### src/rtl/md5_round_type_4.sv
// md5_round_type_4: registered MD5 round-4 step (I function), one-cycle latency
module md5_round_type_4 (
  input  logic         clk,
  input  logic         rst,
  input  logic         in_valid,
  input  logic [31:0]  a_in,
  input  logic [31:0]  b_in,
  input  logic [31:0]  c_in,
  input  logic [31:0]  d_in,
  input  logic [31:0]  k_in,
  input  logic [4:0]   shift_amount,
  input  logic [5:0]   round_num,
  input  logic [511:0] message,
  output logic         out_valid,
  output logic [31:0]  a_out,
  output logic [31:0]  b_out,
  output logic [31:0]  c_out,
  output logic [31:0]  d_out
);
  logic [5:0]  w_g7;
  logic [3:0]  w_g;
  logic [31:0] w_f, w_m, w_t, w_r;
  logic        r_valid;
  logic [31:0] r_a, r_b, r_c, r_d;
  // only the low four bits of 7*i matter, so a 6-bit product suffices
  assign w_g7 = round_num * 6'd7;
  assign w_g  = w_g7[3:0];
  assign w_f  = c_in ^ (b_in | ~d_in);
  assign w_m  = message[{w_g, 5'd0} +: 32];
  assign w_t  = a_in + w_f + k_in + w_m;
  // right shift by (-s mod 32) is the wrap-around half; s=0 reduces to t|t
  assign w_r  = (w_t << shift_amount) | (w_t >> (5'd0 - shift_amount));
  always_ff @(posedge clk or posedge rst)
    if (rst) begin
      r_valid <= 1'b0;
      r_a <= '0;
      r_b <= '0;
      r_c <= '0;
      r_d <= '0;
    end else begin
      r_valid <= in_valid;
      if (in_valid) begin
        r_a <= d_in;
        r_b <= b_in + w_r;
        r_c <= b_in;
        r_d <= c_in;
      end
    end
  assign out_valid = r_valid;
  assign a_out     = r_a;
  assign b_out     = r_b;
  assign c_out     = r_c;
  assign d_out     = r_d;
endmodule

### config.mk
export PLATFORM = sky130hd
export DESIGN_NAME = md5_round_type_4
export DESIGN_NICKNAME = d
export VERILOG_FILES = /design/src/rtl/md5_round_type_4.sv
export SDC_FILE = /design/constraint.sdc
export NUM_CORES = 1
export LEC_CHECK = 0
export ABC_AREA = 0
export CAP_MARGIN = 10
export CORE_AREA = 5 5 318 320
export CTS_BUF_LIST = sky130_fd_sc_hd__clkbuf_2 sky130_fd_sc_hd__clkbuf_4 sky130_fd_sc_hd__clkbuf_8
export DETAILED_ROUTE_END_ITERATION = 16
export DIE_AREA = 0 0 323 325
export PLACE_DENSITY_LB_ADDON = 0.05
export SLEW_MARGIN = 20
export SYNTH_ARGS = -nofsm -noshare
export SYNTH_HDL_FRONTEND = slang
export SYNTH_SLANG_ARGS = --single-unit
### constraint.sdc
create_clock -name clk -period 6.94 [get_ports clk]
set_input_delay 1.388 -clock clk [delete_from_list [all_inputs] [get_ports clk]]
set_output_delay 1.388 -clock clk [all_outputs]
set_load 0.02 [all_outputs]
After elaboration in Yosys (flattened, before gate mapping)
Cells that the tools add are included.
{"block": "op_classes", "n_eq_ne": 0, "reduce_logical": 0, "shifts": 3, "add_sub_neg": 5, "mul": 1, "n_bitwise": 4, "muxes": 0, "order_cmp": 0, "div_mod_pow": 0}
{"op": "indexed part select 512 x 10 -> 32 bit", "n": 1}
{"op": "adder 32 bit", "n": 4}
{"op": "OR 32 bit", "n": 2}
{"op": "NOT 32 bit", "n": 1}
{"op": "<< shifter 32 x 5 -> 32 bit", "n": 1}
{"op": "right shift 32 x 5 -> 32 bit", "n": 1}
{"op": "XOR 32 bit", "n": 1}
{"op": "multiplier 6 x 3 -> 4 bit, second input constant", "n": 1}
{"op": "subtractor 1 x 5 -> 5 bit, first input constant", "n": 1}
{"block": "word_totals", "latchBits": 0, "ram_bits": 0, "memories": 0, "rom_bits": 0, "regBits": 129}

Longest topological paths before layout
Gate-level depths: netlist (run 1).
{"block": "logic_depth", "ltp_word": 9, "ltp_mapped": 39}

Least setup slack after synthesis (run 1)
No wires, ideal clock.
{"block": "synth_timing", "path_type": "input to register", "startpoint": "input port round_num[0]", "endpoint": "register r_b[31] (netlist: b_out[31])", "t_arrival_ps": 11114, "path_slack_ps": -4306, "setup_ps": 132, "cell_stages": 38, "t_required_ps": 6808, "path_cell_list": "clkbuf_1 -> buf_1 -> buf_1 -> inv_1 -> fa_1 -> inv_1 -> ha_1 -> xnor2_2 -> buf_1 -> mux4_2 -> fa_1 -> ha_1 -> inv_1 -> fa_1 -> nand2b_1 -> a211oi_2 -> o21ai_1 -> a41o_2 -> [2 not listed] -> xor2_1 -> mux4_1 -> nand3_1 -> o32ai_1 -> or3_1 -> ha_1 -> clkbuf_1 -> nand2_1 -> or4_1 -> a211o_1 -> nand3_1 -> a31oi_1 -> o21a_1 -> o2111ai_1 -> and3_1 -> nor3b_1 -> nand4_1 -> or3b_1"}
{"block": "synth_between", "elab_chain_cells": 6}
{"item": "start, declared", "line_no": "12", "source": "input logic [5:0] round_num,"}
{"item": "multiplier 6 x 3 -> 4 bit *", "line_no": "26", "source": "assign w_g7 = round_num * 6'd7;"}
{"item": "indexed part select 512 x 10 -> 32 bit *", "line_no": "29", "source": "assign w_m = message[{w_g, 5'd0} +: 32];"}
{"item": "adder 32 bit *", "line_no": "30", "source": "assign w_t = a_in + w_f + k_in + w_m;"}
{"item": "<< shifter 32 x 5 -> 32 bit / right shift 32 x 5 -> 32 bit (equally long branches)", "line_no": "32", "source": "assign w_r = (w_t << shift_amount) | (w_t >> (5'd0 - shift_amount));"}
{"item": "OR 32 bit *", "line_no": "32"}
{"item": "adder 32 bit *", "line_no": "44", "source": "r_b <= b_in + w_r;"}
{"item": "end signal, assigned", "line_no": "44"}
{"item": "end, declared", "line_no": "24", "source": "logic [31:0] r_a, r_b, r_c, r_d;"}
Mark *: on every way between the ends. The rest lies on a longest branch, timed or not.
A chain may end at the register's enable or synchronous reset.

Worst setup path after layout (run 1)
Ends and elaborated chain as after synthesis.

==> metrics.md, run 1 <==
| Metric | Value |
|---|---|
| Syn_area_per_cell | 10.4 um2 |
| Max stage delay on crit path | 0.61 ns |
| Pin count of the biggest net entering global routing | 86 |
| Worst reg2reg path depth | 2 |
| PwrDens | 544 nW/um2 |
| Min-Delay Endpoint | d_out[9] |
| Worst-skew pair later-pin latency | 0.47 ns |
| Max-slew headroom | 0.383 |
| Final RePlAce weighted congestion | 0.915 |
| Slew Limit Fails | 0 |
| Post-synth ARST share | 1.00 |
| Port bufs | 812 |
| Max frequency | 0.109 GHz |
| Synth Instances | 1,699 |
| First-pass GRT wire length | 181 mm |
| Total core area | 97,800 um2 |
| CP max-delay cell | mux4_2 |
| Critical path type | in2reg |
| Worst setup margin | -2.22 ns |
| Post-Synth Simple-Gate Area | 0.0805 |
| Synth Area in XOR/XNOR | 0.0594 |
| Vias in the first global route | 21,372 |
| Share of cells above drive strength 1 | 0.359 |
| Final instance area | 32,700 um2 |
| Period utilization | 1.32 |
| Die ar. | 105,000 um2 |
| Max Root-Sink Buffers | 2 |
| Minimum clock period | 9.16 ns |
| I/O pins | 815 |
| CTS tree | built |
| Fin. Hold Viols | 0 |
| Setup violators final | 32 |
| Critical Path RT | 7.29 ns |
| Die width | 323 um |
| Post-DR vias/cell | 4.60 |
| Largest family of logic cells by synthesized area | multiplexers |
| Compound-Gate Fraction of Synth Area | 0.136 |
| Clock sink count | 129 |
| HPWL Detailed | 121 mm |
| Total number of vias | 19,618 |
| Worst min-delay path class | reg2reg |
| Final hold slack | 0.509 ns |
| GRT Total Usage | 0.249 |
| Die Height | 325 um |
| Share of the yosys chip area belonging to registers | 0.183 |
| Root Buffer | clkbuf_8 |
| Area grow syn2layout | 84.8% |
| Final WL | 135 mm |
| Initial core utilization | 0.181 |
| Clock Pin Slew Worst Setup and Hold Paths | 0.07 ns |
| DRT Pass-1 Iters | 5 |
| Crit end category | flip-flop |
| Mapped Nets | 2,514 |
| Mux contribution to synthesized area | 0.358 |
| Synth unique cells | 82 |
| Initial antenna violation count | 68 |
| Leakage Power | 13.5 nW |
| Num CTS Buffers | 17 |
| RR Startpoint | b_out[31] |
| Post-synthesis cell area | 17,700 um2 |
| Worst EP arrival | 9.51 ns |
| Nets@finish | 3,754 |
| CP startpoint kind | input port |
| Number of DRC markers in iteration 0 | 1,171 |
| Remaining DRCs | 0 |
| Number of flops mapped to enable cells by yosys | 0 |
| #FFs+latches synth | 129 |
| Slew @ Worst Pin | 0.926 ns |
| Setup TNS | -51.32 ns |
| CTS H-tree lvls | 4 |
| Crit path max fanout | 5 |
| Status | complete, but fails checks |
| Unrepaired setup endpoints after global routing | yes |
| Max-cap violations | 0 |
| Synthesized-area fraction occupied by adder cells | 0.118 |
| Placement Cell Area | 31,000 um2 |
| Failing checks | negative setup slack |
| R2R Path End | b_out[31] |
| Worst Skew | 0 ns |
| Row count | 115 |
| Hold Crit Start | d_out[9] |
| Hold path cells | 1 |
| Worst VDD drop | 0.251 mV |
| Avg WL per Cell | 31.6 um |
| FF-to-FF setup slack | 5.92 ns |
| Top_reg_cell synth | dfrtp_1 |
| GRT overflow | 0 |
| Synth Warn # | 0 |
| Post-route antenna net violation count | 0 |
per-layer routing:
layer	track usage	vias to the layer above	share of wire
met5	0	-	0.0014
met4	0.0381	26	0.014
met3	0.0534	99	0.055
met2	0.440	606	0.51
met1	0.318	10061	0.42
li1	-	8826	-
power breakdown:
group	switching [W]	total (W)	internal (W)
clock network	0.000341	0.000709	0.000368
logic	0.00778	0.0161	0.00828
registers	0.0000852	0.00101	0.000924
total	0.00820	0.0178	0.00957
worst max path at each step:
| stage | startpoint | to | slack (ns) | depth (start not counted) |
|---|---|---|---|---|
| finish | round_num[0] | b_out[31] | -2.22 | 36 |
| global route | round_num[0] | b_out[31] | -2.42 | 37 |
| CTS | round_num[0] | b_out[31] | -2.14 | 36 |
| detailed placement | round_num[1] | b_out[31] | -3.49 | 38 |
| global placement | round_num[2] | b_out[31] | -3.39 | 38 |
| floorplan | round_num[0] | b_out[31] | -2.45 | 38 |
synth_stat cells, types with 22 or more instances:
| master | instances | area [um2] |
|---|---|---|
| mux2i_1 | 39 | 390 |
| nand3_1 | 28 | 140 |
| inv_1 | 172 | 646 |
| xor2_1 | 32 | 280 |
| a211oi_1 | 23 | 173 |
| a21o_1 | 33 | 248 |
| o211ai_1 | 26 | 195 |
| mux4_2 | 191 | 4300 |
| o21ai_0 | 66 | 330 |
| nand2b_1 | 39 | 244 |
| dfrtp_1 | 129 | 3230 |
| xnor2_1 | 86 | 753 |
| ha_1 | 65 | 813 |
| buf_1 | 22 | 82.6 |
| a21oi_1 | 88 | 440 |
| clkbuf_1 | 75 | 282 |
| mux2_2 | 136 | 1530 |
| nand2_1 | 90 | 338 |
| nor2_1 | 93 | 349 |
| fa_1 | 64 | 1280 |
through the flow:
step           setup WS (ns)  total power [W]  instances   util
2_1_floorplan          -2.45          0.00812       1699      -
3_3_place_gp           -3.39           0.0155       4172  0.316
3_5_place_dp           -3.49           0.0154       4172  0.316
4_1_cts                -2.14           0.0170       4226  0.327
5_1_grt                -2.42           0.0190       4247  0.333
6_report               -2.22           0.0178       4265  0.334
placed cells by master (no fill, tap or decap), types with 61 or more instances in the layout:
cell type	Yosys	layout
nand2_1	90	84
clkdlybuf4s50_1	0	807
buf_4	2	489
mux2_2	136	120
mux4_2	191	192
inv_1	172	161
fa_1	64	61
xnor2_1	86	71
nor2_1	93	88
dfrtp_1	129	129
a21oi_1	88	63
kinds of logic after synthesis:
logic type,count (synthesis)
mux,370
compound gates,358
simple gates,305
buf+inv,289
fa+ha+maj,129
flops,129
xor+xnor,119
critical path: cells and delay by family:
family / cells / cell delay [ns]
adder cells (fa/ha/maj): 5 / 1.72
AO/OA/AOI/OAI: 9 / 1.82
AND/OR/NAND/NOR: 10 / 2.04
buffers and inverters: 6 / 0.61
multiplexers: 2 / 1.15
XOR/XNOR: 4 / 0.72
registers in the layout, indices dropped and copies added, names as in the netlist:
signal / flops
a_out: 32
b_out: 32
c_out: 32
d_out: 32
out_valid: 1
final cells by class:
| type | instances | area [um2] |
|---|---|---|
| Timing Repair Buffer | 1334 | 12400 |
| Clock buffer | 21 | 264 |
| Antenna cell | 26 | 65.1 |
| Fill cell | 10109 | 65200 |
| Sequential cell | 129 | 3230 |
| Clock inverter | 11 | 139 |
| Multi-Input combinational cell | 1281 | 14300 |
| Inverter | 176 | 668 |
| Tap cell | 1287 | 1610 |
what timing repair did:
action                     in CTS  in global routing
gates cloned                    1                  1
gates resized for setup        97                107
pin swaps                      52                 38
setup buffers                  21                 19
setup endpoints to repair      32                 32
hold buffers                    0                  0
No activity file was read; power rests on OpenSTA's default activity.
==> run 2: changes to the inputs <==
--- a/config.mk
+++ b/config.mk
@@ -11,7 +11,7 @@
 export CTS_BUF_LIST = sky130_fd_sc_hd__clkbuf_2 sky130_fd_sc_hd__clkbuf_4 sky130_fd_sc_hd__clkbuf_8
 export DETAILED_ROUTE_END_ITERATION = 16
 export DIE_AREA = 0 0 323 325
-export PLACE_DENSITY_LB_ADDON = 0.05
+export PLACE_DENSITY_LB_ADDON = 0.08
 export SLEW_MARGIN = 20
 export SYNTH_ARGS = -nofsm -noshare
 export SYNTH_HDL_FRONTEND = slang
==> run 2 against run 1 <==
  * The flow still finishes with violations (negative setup slack)
  * Combinational power about the same
  * Final cell count up 0.14%
  * Largest power group unchanged
  * Critical path depth up 9
  * Design area up 0.61%
  * Worst setup slack better by 0.13 ns
  * Clock skew unchanged
  * Wire length down 1.3%
  * Largest cell class unchanged
  * Hold slack better by 0.0027 ns
  * First-iteration DRC count down 4.4%
  * Sequential cell count unchanged
  * Core utilization up 0.20 points
  * Global-route usage down 0.37 points
==> metrics.md, run 2 (synthesis gave the netlist of run 1 again) <==
| Metric | Value |
|---|---|
| Initial antenna violation count | 69 (+1.5%) |
| Area of the multi-input gates | 14,500 um2 (+0.96%) |
| Minimum clock period | 9.04 ns (-0.127 ns) |
| Die ar. | 105,000 um2 (unchanged) |
| Worst VDD drop | 0.358 mV (+43%) |
| Setup violators final | 31 (-3.1%) |
| Final WL | 133 mm (-1.3%) |
| Critical Path RT | 7.24 ns (-0.05 ns) |
| Crit end category | flip-flop |
| Max Root-Sink Buffers | 2 (unchanged) |
| Final hold slack | 0.512 ns (+0.00272 ns) |
| Most frequent cells in the layout | 807 x clkdlybuf4s50_1, 481 x buf_4, 192 x mux4_2 |
| Filler cells | 10,142 (+0.33%) |
| Die Height | 325 um (unchanged) |
| Max-cap violations | 0 (unchanged) |
| Worst setup margin | -2.10 ns (+0.127 ns) |
| Period utilization | 1.30 (-0.0183) |
| Met3 WL post-DR | 7.96 mm (+6.6%) |
| Detailed-routed wire length on met2 | 67.5 mm (-1.3%) |
| Fin. Hold Viols | 0 (unchanged) |
| Worst-skew pair later-pin latency | 0.46 ns (about the same) |
| Slew @ Worst Pin | 1.13 ns (+0.204 ns) |
| DRT Pass-1 Iters | 5 (unchanged) |
| Worst min-delay path class | reg2reg |
| Slew Limit Fails | 0 (unchanged) |
| PwrDens | 544 nW/um2 (about the same) |
| Die width | 323 um (unchanged) |
| Max stage delay on crit path | 0.55 ns (-0.06 ns) |
| Status | complete, but fails checks |
| Max-slew headroom | 0.247 (-0.136) |
| CP startpoint kind | input port |
| First-pass GRT wire length | 180 mm (-0.60%) |
| Post-DR vias/cell | 4.63 (+0.70%) |
| Leakage Power | 13.6 nW (+0.46%) |
| I/O pins | 815 (unchanged) |
| Setup WS pre-CTS | -3.29 ns (+0.199 ns) |
| CP most frequent cell | buf_6 |
| CP max-delay cell | mux4_2 |
| Hold buffers post-CTS | 0 (unchanged) |
| Total core area | 97,800 um2 (unchanged) |
| Pin count of the biggest net entering global routing | 72 (-16%) |
| Critical path type | in2reg |
| Post-route antenna net violation count | 0 (unchanged) |
| Root Buffer | clkbuf_8 |
| Clock sink count | 129 (unchanged) |
| Num CTS Buffers | 17 (unchanged) |
| Vias in the first global route | 21,387 (+0.070%) |
| Met1 WL | 54.3 mm (-4.5%) |
| Row count | 115 (unchanged) |
| Total number of vias | 19,784 (+0.85%) |
| GRT Total Usage | 0.245 (-0.00368) |
| Worst Skew | 0 ns (unchanged) |
| Max frequency | 0.111 GHz (+1.4%) |
| Final RePlAce weighted congestion | 0.942 (+2.9%) |
| Worst EP arrival | 9.34 ns (-0.17 ns) |
| FF-to-FF setup slack | 5.93 ns (about the same) |
| Most common cell after layout, fill and taps aside | clkdlybuf4s50_1 |
| Remaining DRCs | 0 (unchanged) |
| CTS tree | built |
| Port bufs | 812 (unchanged) |
| CTS H-tree lvls | 4 (unchanged) |
| Area grow syn2layout | 85.9% |
| Failing checks | negative setup slack |
| Final core occ | 0.336 (+0.00205) |
| Share of cells above drive strength 1 | 0.367 (+0.00751) |
| GRT overflow | 0 (unchanged) |
| Total area of sequential cells | 3230 um2 (unchanged) |
| HPWL Detailed | 119 mm (-1.7%) |
| Avg WL per Cell | 31.1 um (-1.4%) |
| Unrepaired setup endpoints after global routing | yes |
| Clock Pin Slew Worst Setup and Hold Paths | 0.08 ns (about the same) |
| Number of DRC markers in iteration 0 | 1,119 (-4.4%) |
| Nets@finish | 3,760 (+0.16%) |
| Initial core utilization | 0.181 (unchanged) |
| DR top layer | met5 |
| Crit path max fanout | 7 (+2) |
## run 2: where the power goes
group / internal, W / switching [W]
combinational: 0.00842 / 0.00776
sequential: 0.000924 / 0.0000850
clock: 0.000323 / 0.000368
total: 0.00966 / 0.00821
## run 2: final cells by class
type | count | share of cell area
Antenna cell | 27 | 0.00206
Timing Repair Buffer | 1340 | 0.379
Tap cell | 1287 | 0.0490
Clock inverter | 14 | 0.00487
Multi-Input combinational cell | 1281 | 0.440
Clock buffer | 17 | 0.00712
Sequential cell | 129 | 0.0982
Inverter | 176 | 0.0203
## run 2: final timing paths
| path | from | endpoint | cells after the start |
|---|---|---|---|
| worst min-delay path | c_out[26] | c_out[26] | 1 |
| min in group asynchronous | rst | out_valid | 2 |
| worst max-delay path | round_num[0] | b_out[2] | 45 |
| worst max register to register | b_out[31] | b_out[31] | 2 |
| max in group asynchronous | rst | a_out[25] | 3 |
| worst min register to register | c_out[26] | c_out[26] | 1 |
## run 2: through the flow
step                instances  power, W  area (um2)  TNS [ns]
floorplan                1699   0.00812       17900    -55.04
global placement         4164    0.0152       30900    -85.91
detailed placement       4164    0.0152       30900    -84.79
CTS                      4223    0.0172       32300    -45.70
global route             4253    0.0191       32800    -55.61
finish                   4271    0.0179       32900    -47.85
## run 2: layer usage
metal,GRT usage,vias up
met3,0.0603,138
li1,-,8836
met2,0.438,713
met5,0,-
met4,0.0483,16
met1,0.300,10081
## run 2: critical path: cells and delay by family
| family | cells | cell delay (ns) |
|---|---|---|
| AO/OA/AOI/OAI | 8 | 1.75 |
| buffers and inverters | 24 | 2.45 |
| adder cells (fa/ha/maj) | 5 | 1.52 |
| XOR/XNOR | 5 | 0.88 |
| multiplexers | 3 | 1.29 |
## run 2: repair_timing
action / CTS / global route
cloned: 2 / 0
setup endpoints to repair: 32 / 32
hold endpoints to repair: 0 / 0
setup buffers: 39 / 28
resized for setup: 167 / 90
pin swaps: 96 / 45
==> run 3: changes to the inputs <==
--- a/config.mk
+++ b/config.mk
@@ -7,10 +7,11 @@
 export LEC_CHECK = 0
 export ABC_AREA = 0
 export CAP_MARGIN = 10
-export CORE_AREA = 5 5 318 320
-export CTS_BUF_LIST = sky130_fd_sc_hd__clkbuf_2 sky130_fd_sc_hd__clkbuf_4 sky130_fd_sc_hd__clkbuf_8
+export CELL_PAD_IN_SITES_DETAIL_PLACEMENT = 0
+export CELL_PAD_IN_SITES_GLOBAL_PLACEMENT = 1
+export CORE_AREA = 5 5 313 315
 export DETAILED_ROUTE_END_ITERATION = 16
-export DIE_AREA = 0 0 323 325
+export DIE_AREA = 0 0 318 320
 export PLACE_DENSITY_LB_ADDON = 0.08
 export SLEW_MARGIN = 20
 export SYNTH_ARGS = -nofsm -noshare
==> run 3 against run 2 <==
  * The run still ends with negative setup slack left
  * Sequential power is essentially flat
  * Global-route usage grew 0.98 points
  * Worst setup slack lost 0.11 ns
  * Largest cell class unchanged
  * Highest routed layer unchanged
==> metrics.md, run 3 (synthesis gave the netlist of run 1 again) <==
| Metric | Value |
|---|---|
| Port bufs | 812 (unchanged) |
| Critical path type | in2reg |
| Worst EP arrival | 9.45 ns (+0.11 ns) |
| Hold buffers post-CTS | 0 (unchanged) |
| FF-to-FF setup slack | 5.90 ns (-0.03 ns) |
| Final instance area | 33,000 um2 (+0.36%) |
| First-pass GRT wire length | 181 mm (+0.37%) |
| Avg WL per Cell | 31.9 um (+2.5%) |
| Min-Delay Endpoint | b_out[10] |
| Worst setup margin | -2.20 ns (-0.107 ns) |
| Area grow syn2layout | 86.6% |
| Worst-skew pair later-pin latency | 0.43 ns (-0.03 ns) |
| Leakage Power | 13.6 nW (+0.15%) |
| Crit path max fanout | 5 (-2) |
| Setup WS pre-CTS | -3.30 ns (-0.00917 ns) |
| CTS tree | built |
| Final RePlAce weighted congestion | 0.960 (+2.0%) |
| Initial antenna violation count | 83 (+20%) |
| Max Root-Sink Buffers | 2 (unchanged) |
| Failing checks | negative setup slack |
| Hold path cells | 1 (unchanged) |
| DP Cell Count | 4,135 (-0.70%) |
| R2R Path End | b_out[31] |
| Clock Pin Slew Worst Setup and Hold Paths | 0.06 ns (-0.02 ns) |
| Placement Cell Area | 30,800 um2 (-0.10%) |
| Post-route antenna net violation count | 0 (unchanged) |
| Setup violators final | 32 (+3.2%) |
| Worst Skew | 0 ns (unchanged) |
| Pin count of the biggest net entering global routing | 71 (-1.4%) |
| GRT Total Usage | 0.255 (+0.00978) |
| Worst reg2reg path depth | 2 (unchanged) |
| Nets@finish | 3,742 (-0.48%) |
| Switching Share | 0.454 (-0.00515) |
| Most frequent cells in the layout | 807 x clkdlybuf4s50_1, 467 x buf_4, 192 x mux4_2 |
| Tot Pwr | 0.0183 W (+2.2%) |
| DRT Pass-1 Iters | 4 (-1) |
| Internal | 0.00997 W (+3.2%) |
| Slew Limit Fails | 0 (unchanged) |
| Max-cap violations | 0 (unchanged) |
| Max frequency | 0.109 GHz (-1.2%) |
| Fin. Hold Viols | 0 (unchanged) |
| CP max-delay cell | mux4_2 |
| Total core area | 94,600 um2 (-3.3%) |
| Clock Power Share | 0.057 (+0.018) |
| CTS H-tree lvls | 4 (unchanged) |
| Unrepaired setup endpoints after global routing | yes |
| Period utilization | 1.32 (+0.0155) |
| Num CTS Buffers | 17 (unchanged) |
| Clock sink count | 129 (unchanged) |
| Final WL | 135 mm (+1.5%) |
| Remaining DRCs | 0 (unchanged) |
| Net Sw Power | 0.00830 W (+1.1%) |
| Share of total power in sequential cells | 0.055 (about the same) |
| Die Height | 320 um (-1.5%) |
| Most common cell after layout, fill and taps aside | clkdlybuf4s50_1 |
| RR Startpoint | b_out[31] |
| Filler cells | 9,617 (-5.2%) |
| PwrDens | 554 nW/um2 (+1.9%) |
| Row count | 113 (-1.7%) |
| Share of cells above drive strength 1 | 0.365 (-0.00137) |
| Hold Crit Start | b_out[10] |
| Gate power share | 0.888 (-0.017) |
| I/O pins | 815 (unchanged) |
| Cell Count, Final, Fillers Out | 4,228 (-1.0%) |
| CP startpoint kind | input port |
| Number of DRC markers in iteration 0 | 1,164 (+4.0%) |
| Initial core utilization | 0.187 (+0.00622) |
| HPWL Detailed | 121 mm (+2.1%) |
| Die ar. | 102,000 um2 (-3.1%) |
| Worst min-delay path class | reg2reg |
| Minimum clock period | 9.14 ns (+0.107 ns) |
| Max stage delay on crit path | 0.60 ns (+0.05 ns) |
| Max-slew headroom | 0.346 (+0.0995) |
| GRT overflow | 0 (unchanged) |
| Vias in the first global route | 21,103 (-1.3%) |
| Total number of vias | 19,705 (-0.40%) |
| Die width | 318 um (-1.5%) |
| Critical Path RT | 7.25 ns (about the same) |
| Status | complete, but fails checks |
| Slew @ Worst Pin | 0.980 ns (-0.149 ns) |
| Crit end category | flip-flop |
| Worst VDD drop | 0.278 mV (-22%) |
| Root Buffer | clkbuf_16 |
| Post-DR vias/cell | 4.66 (+0.61%) |
run 3: changes by cell type in the layout (fill, tap and decap cells not counted), moves of 4 or more:
| cell | delta |
|---|---|
| clkbuf_16 | +17 |
| buf_4 | -14 |
| clkbuf_8 | -13 |
| mux2_2 | +10 |
| mux2_4 | -10 |
| buf_6 | -6 |
| o21ai_2 | +6 |
| buf_12 | +5 |
| clkinv_4 | -5 |
| inv_1 | +4 |
| inv_2 | -4 |
| o21ai_1 | -4 |
| xnor2_2 | +4 |
run 3: critical path, delay by kind of cell:
family                     cells  cell delay [ns]
AOI/OAI and AO/OA             11             2.22
adders and majority gates      5             1.82
and+or+nand+nor               10             1.73
muxes                          2             1.11
xor gates and xnor gates       3             0.59
buffers and inverters          6             0.59
run 3: repair_timing:
action	CTS	global route
endpoints found under the setup margin	32	32
pin swaps	76	91
setup buffers	28	20
gates cloned	2	0
gates resized for setup	142	105
run 3: worst max path at each step:
| stage | from | to | slack [ns] | depth (start not counted) |
|---|---|---|---|---|
| 4_1_cts | round_num[0] | b_out[31] | -2.17 | 37 |
| 5_1_grt | round_num[2] | b_out[31] | -2.45 | 38 |
| 3_5_place_dp | round_num[2] | b_out[31] | -3.30 | 37 |
| 3_3_place_gp | round_num[2] | b_out[31] | -3.27 | 37 |
| 6_report | round_num[2] | b_out[31] | -2.20 | 37 |
| 2_1_floorplan | round_num[0] | b_out[31] | -2.45 | 38 |
run 3: power by group through the flow:
stage	Sequential [W]	Clock, W	Combinational, W
6_report	0.00101	0.00104	0.0162
5_1_grt	0.00103	0.00110	0.0174
4_1_cts	0.00101	0.00106	0.0153
3_5_place_dp	0.00102	0	0.0142
3_3_place_gp	0.00101	0	0.0143
2_1_floorplan	0.00120	0	0.00692
run 3: area by class of cell:
class | count | area, um2 | share of cell area
multi-input cells | 1281 | 14500 | 0.438
repair buffers | 1322 | 12300 | 0.374
flip-flops and latches | 129 | 3230 | 0.0979
well taps | 1265 | 1580 | 0.0480
inverters | 176 | 668 | 0.0203
clock buffers | 21 | 470 | 0.0143
clock inverters | 9 | 179 | 0.00542
diodes | 25 | 62.6 | 0.00190
run 3: per-stage QoR:
stage	hold slack, ns	TNS [ns]	utilization
after global placement	0.489	-83.69	0.326
final	0.504	-50.01	0.349
after detailed placement	0.495	-83.63	0.326
after floorplan	0.606	-55.04	-
after global routing	0.524	-57.85	0.348
after CTS	0.508	-47.90	0.341
run 3: routing by layer:
metal / global-route usage / part of all wire
met2: 0.439 / 0.49
met4: 0.0386 / 0.017
met5: 0 / 0.0018
met1: 0.319 / 0.41
met3: 0.0853 / 0.078
